`config.mk`:
```
export PLATFORM = sky130hd
export DESIGN_NAME = conv_interleaver_param_flat
export DESIGN_NICKNAME = d
export VERILOG_FILES = /design/src/rtl/conv_interleaver_param_if.sv /design/src/rtl/conv_interleaver_param.sv /design/src/flat_wrapper.sv
export SDC_FILE = /design/constraint.sdc
export NUM_CORES = 1
export LEC_CHECK = 0
export BUFFER_PORTS_ARGS = -buffer_cell sky130_fd_sc_hd__buf_2
export CAP_MARGIN = 20
export CORE_MARGIN = 2
export CORE_UTILIZATION = 52
export DETAILED_ROUTE_END_ITERATION = 8
export GPL_TIMING_DRIVEN = 0
export HOLD_SLACK_MARGIN = 0.15
export PLACE_DENSITY = 0.71
export SKIP_LAST_GASP = 1
export SYNTH_ARGS = -nofsm -noshare
export SYNTH_HDL_FRONTEND = slang
export SYNTH_SLANG_ARGS = --single-unit
```
`constraint.sdc`:
```
create_clock -name clk -period 2.3 [get_ports clk]
set_input_delay 0.345 -clock clk [delete_from_list [all_inputs] [get_ports clk]]
set_output_delay 0.345 -clock clk [all_outputs]
set_load 0.1 [all_outputs]
```
`src/rtl/conv_interleaver_param_if.sv`:
```
`default_nettype none
// ============================================================================
// Module      : conv_interleaver_param_if
// Description : Streaming bus for the convolutional interleaver: control
//               (mode/sync), valid-qualified input symbols and registered
//               output symbols with commutator position and priming flag.
// Revision    : 1.0 - initial release
// ============================================================================
interface conv_interleaver_param_if #(
  parameter int DATA_W = 8,
  parameter int SEL_W  = 2
);
  logic              mode;
  logic              sync;
  logic              in_valid;
  logic [DATA_W-1:0] in_data;
  logic              out_valid;
  logic [DATA_W-1:0] out_data;
  logic [SEL_W-1:0]  select;
  logic              primed;

  // Producer side: drives control and input symbols, observes the output.
  modport master (
    output mode, sync, in_valid, in_data,
    input  out_valid, out_data, select, primed
  );

  // Interleaver side.
  modport slave (
    input  mode, sync, in_valid, in_data,
    output out_valid, out_data, select, primed
  );
endinterface
`default_nettype wire

```
`src/rtl/conv_interleaver_param.sv`:
```
`default_nettype none
// ============================================================================
// Module      : conv_interleaver_param
// Description : Forney convolutional interleaver / deinterleaver with runtime
//               mode, commutator resync and priming flag. Branch b delays
//               b*STEP visits (interleave) or (B-1-b)*STEP visits
//               (deinterleave). Both modes share one bank of physical FIFOs
//               whose depths are p*STEP; deinterleave maps branch b onto
//               physical FIFO B-1-b.
// Revision    : 1.0 - initial release
// ============================================================================
module conv_interleaver_param #(
  parameter int DATA_W   = 8,
  parameter int BRANCHES = 4,
  parameter int STEP     = 1,
  parameter int SEL_W    = $clog2(BRANCHES)
) (
  input  wire                       clk,
  input  wire                       reset,
  conv_interleaver_param_if.slave   bus
);

  // Accept index at which every branch has flushed its pre-sync contents.
  localparam int c_prime_idx = (BRANCHES - 1) * STEP * BRANCHES + (BRANCHES - 1);
  localparam int c_cnt_w     = $clog2(c_prime_idx + 1);

  logic                r_out_valid;
  logic [DATA_W-1:0]   r_out_data;
  logic [SEL_W-1:0]    r_select;
  logic                r_primed;
  logic [c_cnt_w-1:0]  r_acc_cnt;
  logic                r_mode;
  logic                r_boot;

  logic                w_accept;
  logic                w_mode;
  logic [SEL_W-1:0]    w_phys;
  logic [DATA_W-1:0]   w_tap [BRANCHES];

  // Until the first edge after reset release the mode input is used live,
  // so the register effectively samples it at release without needing an
  // asynchronous data load.
  assign w_mode   = r_boot ? bus.mode : r_mode;
  assign w_accept = bus.in_valid & ~bus.sync;
  assign w_phys   = w_mode ? (SEL_W'(BRANCHES - 1) - r_select) : r_select;

  // Physical FIFO 0 has no storage: the symbol passes straight through.
  assign w_tap[0] = bus.in_data;

  for (genvar p = 1; p < BRANCHES; p++) begin : g_branch
    localparam int c_depth = p * STEP;
    logic [DATA_W-1:0] r_cell [c_depth];

    // Shift one cell on every accept routed to this FIFO; the last cell is the oldest.
    always_ff @(posedge clk or negedge reset) begin
      if (!reset) begin
        for (int i = 0; i < c_depth; i++) begin
          r_cell[i] <= '0;
        end
      end else if (w_accept && (w_phys == SEL_W'(p))) begin
        r_cell[0] <= bus.in_data;
        for (int i = 1; i < c_depth; i++) begin
          r_cell[i] <= r_cell[i-1];
        end
      end
    end

    assign w_tap[p] = r_cell[c_depth-1];
  end

  // Mode register and the boot flag that hands mode over from the live input.
  always_ff @(posedge clk or negedge reset) begin
    if (!reset) begin
      r_mode <= 1'b0;
      r_boot <= 1'b1;
    end else begin
      r_boot <= 1'b0;
      if (bus.sync || r_boot) begin
        r_mode <= bus.mode;
      end
    end
  end

  // Commutator, output register and priming counter; sync wins over valid.
  always_ff @(posedge clk or negedge reset) begin
    if (!reset) begin
      r_out_valid <= 1'b0;
      r_out_data  <= '0;
      r_select    <= '0;
      r_primed    <= 1'b0;
      r_acc_cnt   <= '0;
    end else if (bus.sync) begin
      r_out_valid <= 1'b0;
      r_select    <= '0;
      r_primed    <= 1'b0;
      r_acc_cnt   <= '0;
    end else begin
      r_out_valid <= bus.in_valid;
      if (bus.in_valid) begin
        r_out_data <= w_tap[w_phys];
        r_select   <= (r_select == SEL_W'(BRANCHES - 1)) ? '0 : r_select + 1'b1;
        if (r_acc_cnt == c_cnt_w'(c_prime_idx)) begin
          r_primed <= 1'b1;
        end else begin
          r_acc_cnt <= r_acc_cnt + 1'b1;
        end
      end
    end
  end

  assign bus.out_valid = r_out_valid;
  assign bus.out_data  = r_out_data;
  assign bus.select    = r_select;
  assign bus.primed    = r_primed;

endmodule
`default_nettype wire

```
`src/flat_wrapper.sv`:
```
// flat-port wrapper written by rule: the top's interface ports become plain ports
module conv_interleaver_param_flat 
#(
  parameter int DATA_W   = 8,
  parameter int BRANCHES = 4,
  parameter int STEP     = 1,
  parameter int SEL_W    = $clog2(BRANCHES)
)
  (clk, reset, bus_mode, bus_sync, bus_in_valid, bus_in_data, bus_out_valid, bus_out_data, bus_select, bus_primed);
  conv_interleaver_param_if #(.DATA_W(DATA_W), .SEL_W(SEL_W)) bus_i ();
  input  wire clk;
  input  wire reset;
  input wire logic [$bits(bus_i.mode)-1:0] bus_mode;
  input wire logic [$bits(bus_i.sync)-1:0] bus_sync;
  input wire logic [$bits(bus_i.in_valid)-1:0] bus_in_valid;
  input wire logic [$bits(bus_i.in_data)-1:0] bus_in_data;
  output wire logic [$bits(bus_i.out_valid)-1:0] bus_out_valid;
  output wire logic [$bits(bus_i.out_data)-1:0] bus_out_data;
  output wire logic [$bits(bus_i.select)-1:0] bus_select;
  output wire logic [$bits(bus_i.primed)-1:0] bus_primed;
  assign bus_i.mode = bus_mode;
  assign bus_i.sync = bus_sync;
  assign bus_i.in_valid = bus_in_valid;
  assign bus_i.in_data = bus_in_data;
  assign bus_out_valid = bus_i.out_valid;
  assign bus_out_data = bus_i.out_data;
  assign bus_select = bus_i.select;
  assign bus_primed = bus_i.primed;
  conv_interleaver_param #(.DATA_W(DATA_W), .BRANCHES(BRANCHES), .STEP(STEP), .SEL_W(SEL_W)) u_core (.clk(clk), .reset(reset), .bus(bus_i));
endmodule
```
==> flow_summary_export.csv <==
group,metric,value,unit
floorplanning,die_x,81.7,um
synthesis,synthCells,248,
clock_tree,numCtsBuffers,9,
floorplanning,die-area,6680,um2
floorplanning,dieHeight,81.7,um
job,maxCapViolCount,0,
outcome,status,"complete, no violations",
drt,wire_per_inst,17.4,um
drt,vias,2050,
timing,fmax,0.444,GHz
clock_tree,cts_sinks,66,
critical_path,cp-start-kind,"register",
clock_tree,clk_latency,0.35,ns
timing,worst_pin_slew,0.814,ns
final_layout,multi_input_area,1410,um2
timing,min_period,2.25,ns
global_route,grt_usage,0.219,
power,power.total,4.05,mW
final_layout,diodes,0,
place,pre_cts_ws,0.0776,ns
place,dp_hpwl,4070,um
timing,hold_slack,0.272,ns
final_layout,area_growth,13.6,%
clock_tree,clk_pin_slew_worst_paths,0.07,ns
synthesis,synth_edf_count,0,
clock_tree,htree_levels,3,
drt,wl,6290,um
floorplanning,initial_utilization,0.534,
synthesis,synth_cell_types,39,
final_layout,nFillCells,487,
final_layout,regArea,1660,um2
global_route,grt_max_degree,67,
global_route,grt_pass1_wl,10500,um
timing,slew_violations,0,
place,numPortBuffers,22,
power,power_leakage,1.67,nW
global_route,grt_pass1_vias,2173,
timing,finalCritPeriodShare,0.980,
synthesis,async_flop_share,1.00,
clock_tree,cts_buffer_depth,2,
power,powerDensity,1130,nW/um2
critical_path,path_class,"register to register",
synthesis,syn_area_per_cell,12.7,um2
timing,fin_skew,0.00661,ns
timing,setup_viol,0,
place,gp_congestion,0.912,
drt,ant_nets,0,
global_route,antenna_found_initial,0,
synthesis,synthFlopType,"dfrtp_1",
critical_path,critPathCaptureType,"register",
timing,rsz0062_at_grt,"true",
floorplanning,io_pins,25,
synthesis,seq_area_frac_synth,0.526,
place,place_inst,345,
clock_tree,root_buffer,"clkbuf_8",
timing,setup_ws,0.0460,ns
drt,dr.pass1.iters,5,
critical_path,cp_max_fo,10,
drt,drt_iter0_markers,143,
synthesis,ys_seq_elements,66,
floorplanning,rows,28,
clock_tree,cts_tree,"built",
drt,route.detailed.drc,0,
global_route,overflow,0,
critical_path,worst_ep_arrival_time,2.48,ns
synthesis,ys_warn_count,0,
hold_path,hold_class,"input pin to register",
timing,slew_headroom,0.457,
final_layout,instances_no_fill,362,
timing,hold_viol,0,
synthesis,syn-cell-area,3140,um2
synthesis,syn_nets,263,
critical_path,required,2.53,ns
drt,viasPerCell,5.66,
power,vdd_drop_max,0.000777,V
final_layout,final_nets,297,
floorplanning,coreArea,5890,um2
final_layout,drive_gt1_frac,0.348,
-- worst max-delay path, stage by stage, from the launching register on --
cell and delay [ns]:
dfstp_2 0.58, mux2_4 0.39, mux2i_4 0.46, nand2_4 0.17, buf_6 0.21, mux2_4 0.30
-- layout make-up --
type / count / share of cell area
flip-flops and latches: 66 / 0.464
multi-input cells: 166 / 0.396
clock buffers: 13 / 0.0445
repair buffers: 23 / 0.0343
well taps: 75 / 0.0263
plain buffers: 14 / 0.0217
clock inverters: 3 / 0.0112
inverters: 2 / 0.00210
-- logic make-up after synthesis --
family | count (synthesis) | share of synthesized area
AOI/OAI and AO/OA | 41 | 0.0840
muxes | 53 | 0.234
DFF | 66 | 0.526
xor gates and xnor gates | 3 | 0.00836
buffers and inverters | 16 | 0.0271
other | 1 | 0.00119
and+or+nand+nor | 66 | 0.111
adders and majority gates | 2 | 0.00796
-- final timing paths --
kind	from	endpoint	slack (ns)	cells after the start
setup / recovery	u_core.r_boot	u_core.g_branch[2].r_cell[9]	0.05	5
setup reg to reg	u_core.r_boot	u_core.g_branch[2].r_cell[9]	0.05	5
hold reg to reg	u_core.g_branch[3].r_cell[17]	u_core.g_branch[3].r_cell[9]	0.50	1
max in group asynchronous	reset	u_core.bus.select[0]	1.12	2
hold / removal	bus_sync	u_core.bus.select[1]	0.27	2
min in group asynchronous	reset	u_core.r_acc_cnt[3]	0.62	2
-- through the flow --
step / area [um2] / util / setup TNS [ns]
6_report: 3570 / 0.607 / 0
3_5_place_dp: 3350 / 0.570 / 0
2_1_floorplan: 3150 / - / 0
5_1_grt: 3570 / 0.607 / -0.000726
3_3_place_gp: 3350 / 0.569 / 0
4_1_cts: 3560 / 0.605 / 0
-- power by group --
part | internal, mW | leakage [nW] | total [mW] | switching (mW)
Sequential | 1.59 | 0.801 | 1.84 | 0.253
Combinational | 0.581 | 0.768 | 1.21 | 0.633
Clock | 0.557 | 0.103 | 0.995 | 0.437
-- layer usage --
| metal | track usage | wire length [um] | vias up |
|---|---|---|---|
| li1 | - | - | 964 |
| met1 | 0.278 | 2900 | 1038 |
| met2 | 0.346 | 3030 | 39 |
| met3 | 0.0802 | 287 | 9 |
| met4 | 0.0750 | 79 | 0 |
| met5 | 0 | 0 | - |
-- state kept, by name (all words and copies together) (netlist names) --
register and cells:
u_core.g_branch.r_cell 48, u_core.bus.out_data 8, u_core.r_acc_cnt 4, u_core.bus.select 2
u_core.bus.out_valid 1, u_core.bus.primed 1, u_core.r_boot 1, u_core.r_mode 1
-- Yosys cell counts (2+ instances only) --
library cell / n / area, um2
dfrtp_1: 65 / 1630
mux2_4: 31 / 465
nor2_1: 25 / 93.8
mux2_2: 17 / 191
nor3_1: 10 / 50.1
o21ai_0: 9 / 45.0
a22oi_1: 8 / 60.1
a31oi_1: 8 / 50.1
clkbuf_1: 8 / 30.0
o22ai_1: 8 / 50.1
nor2b_1: 7 / 43.8
nand2b_1: 6 / 37.5
nor4_1: 4 / 25.0
a21oi_1: 3 / 15.0
and3_1: 3 / 18.8
buf_6: 3 / 33.8
nand2_1: 3 / 11.3
buf_2: 2 / 10.0
ha_1: 2 / 25.0
mux2i_1: 2 / 20.0
mux2i_4: 2 / 45.0
nand2_4: 2 / 22.5
nand3_1: 2 / 10.0
o211a_1: 2 / 20.0
xnor2_1: 2 / 17.5
-- cell usage in the layout (no fill, tap or decap), types with 4 or more instances in the layout --
cell and n:
a22oi_1 8, a31oi_1 8, buf_2 23, clkbuf_1 10
clkbuf_8 11, dfrtp_1 63, mux2_2 17, mux2_4 31
nand2b_1 6, nor2_1 25, nor2b_1 7, nor3_1 10
nor4_1 4, o21ai_0 9, o22ai_1 8
-- repair_timing --
action / CTS / global route
setup endpoints to repair: 0 / 6
endpoints found under the hold margin: 65 / 0
buffers inserted: 0 / 0
gates resized for setup: 0 / 1
hold buffers: 1 / 0
Note: power is estimated with default switching activity, not from simulation.
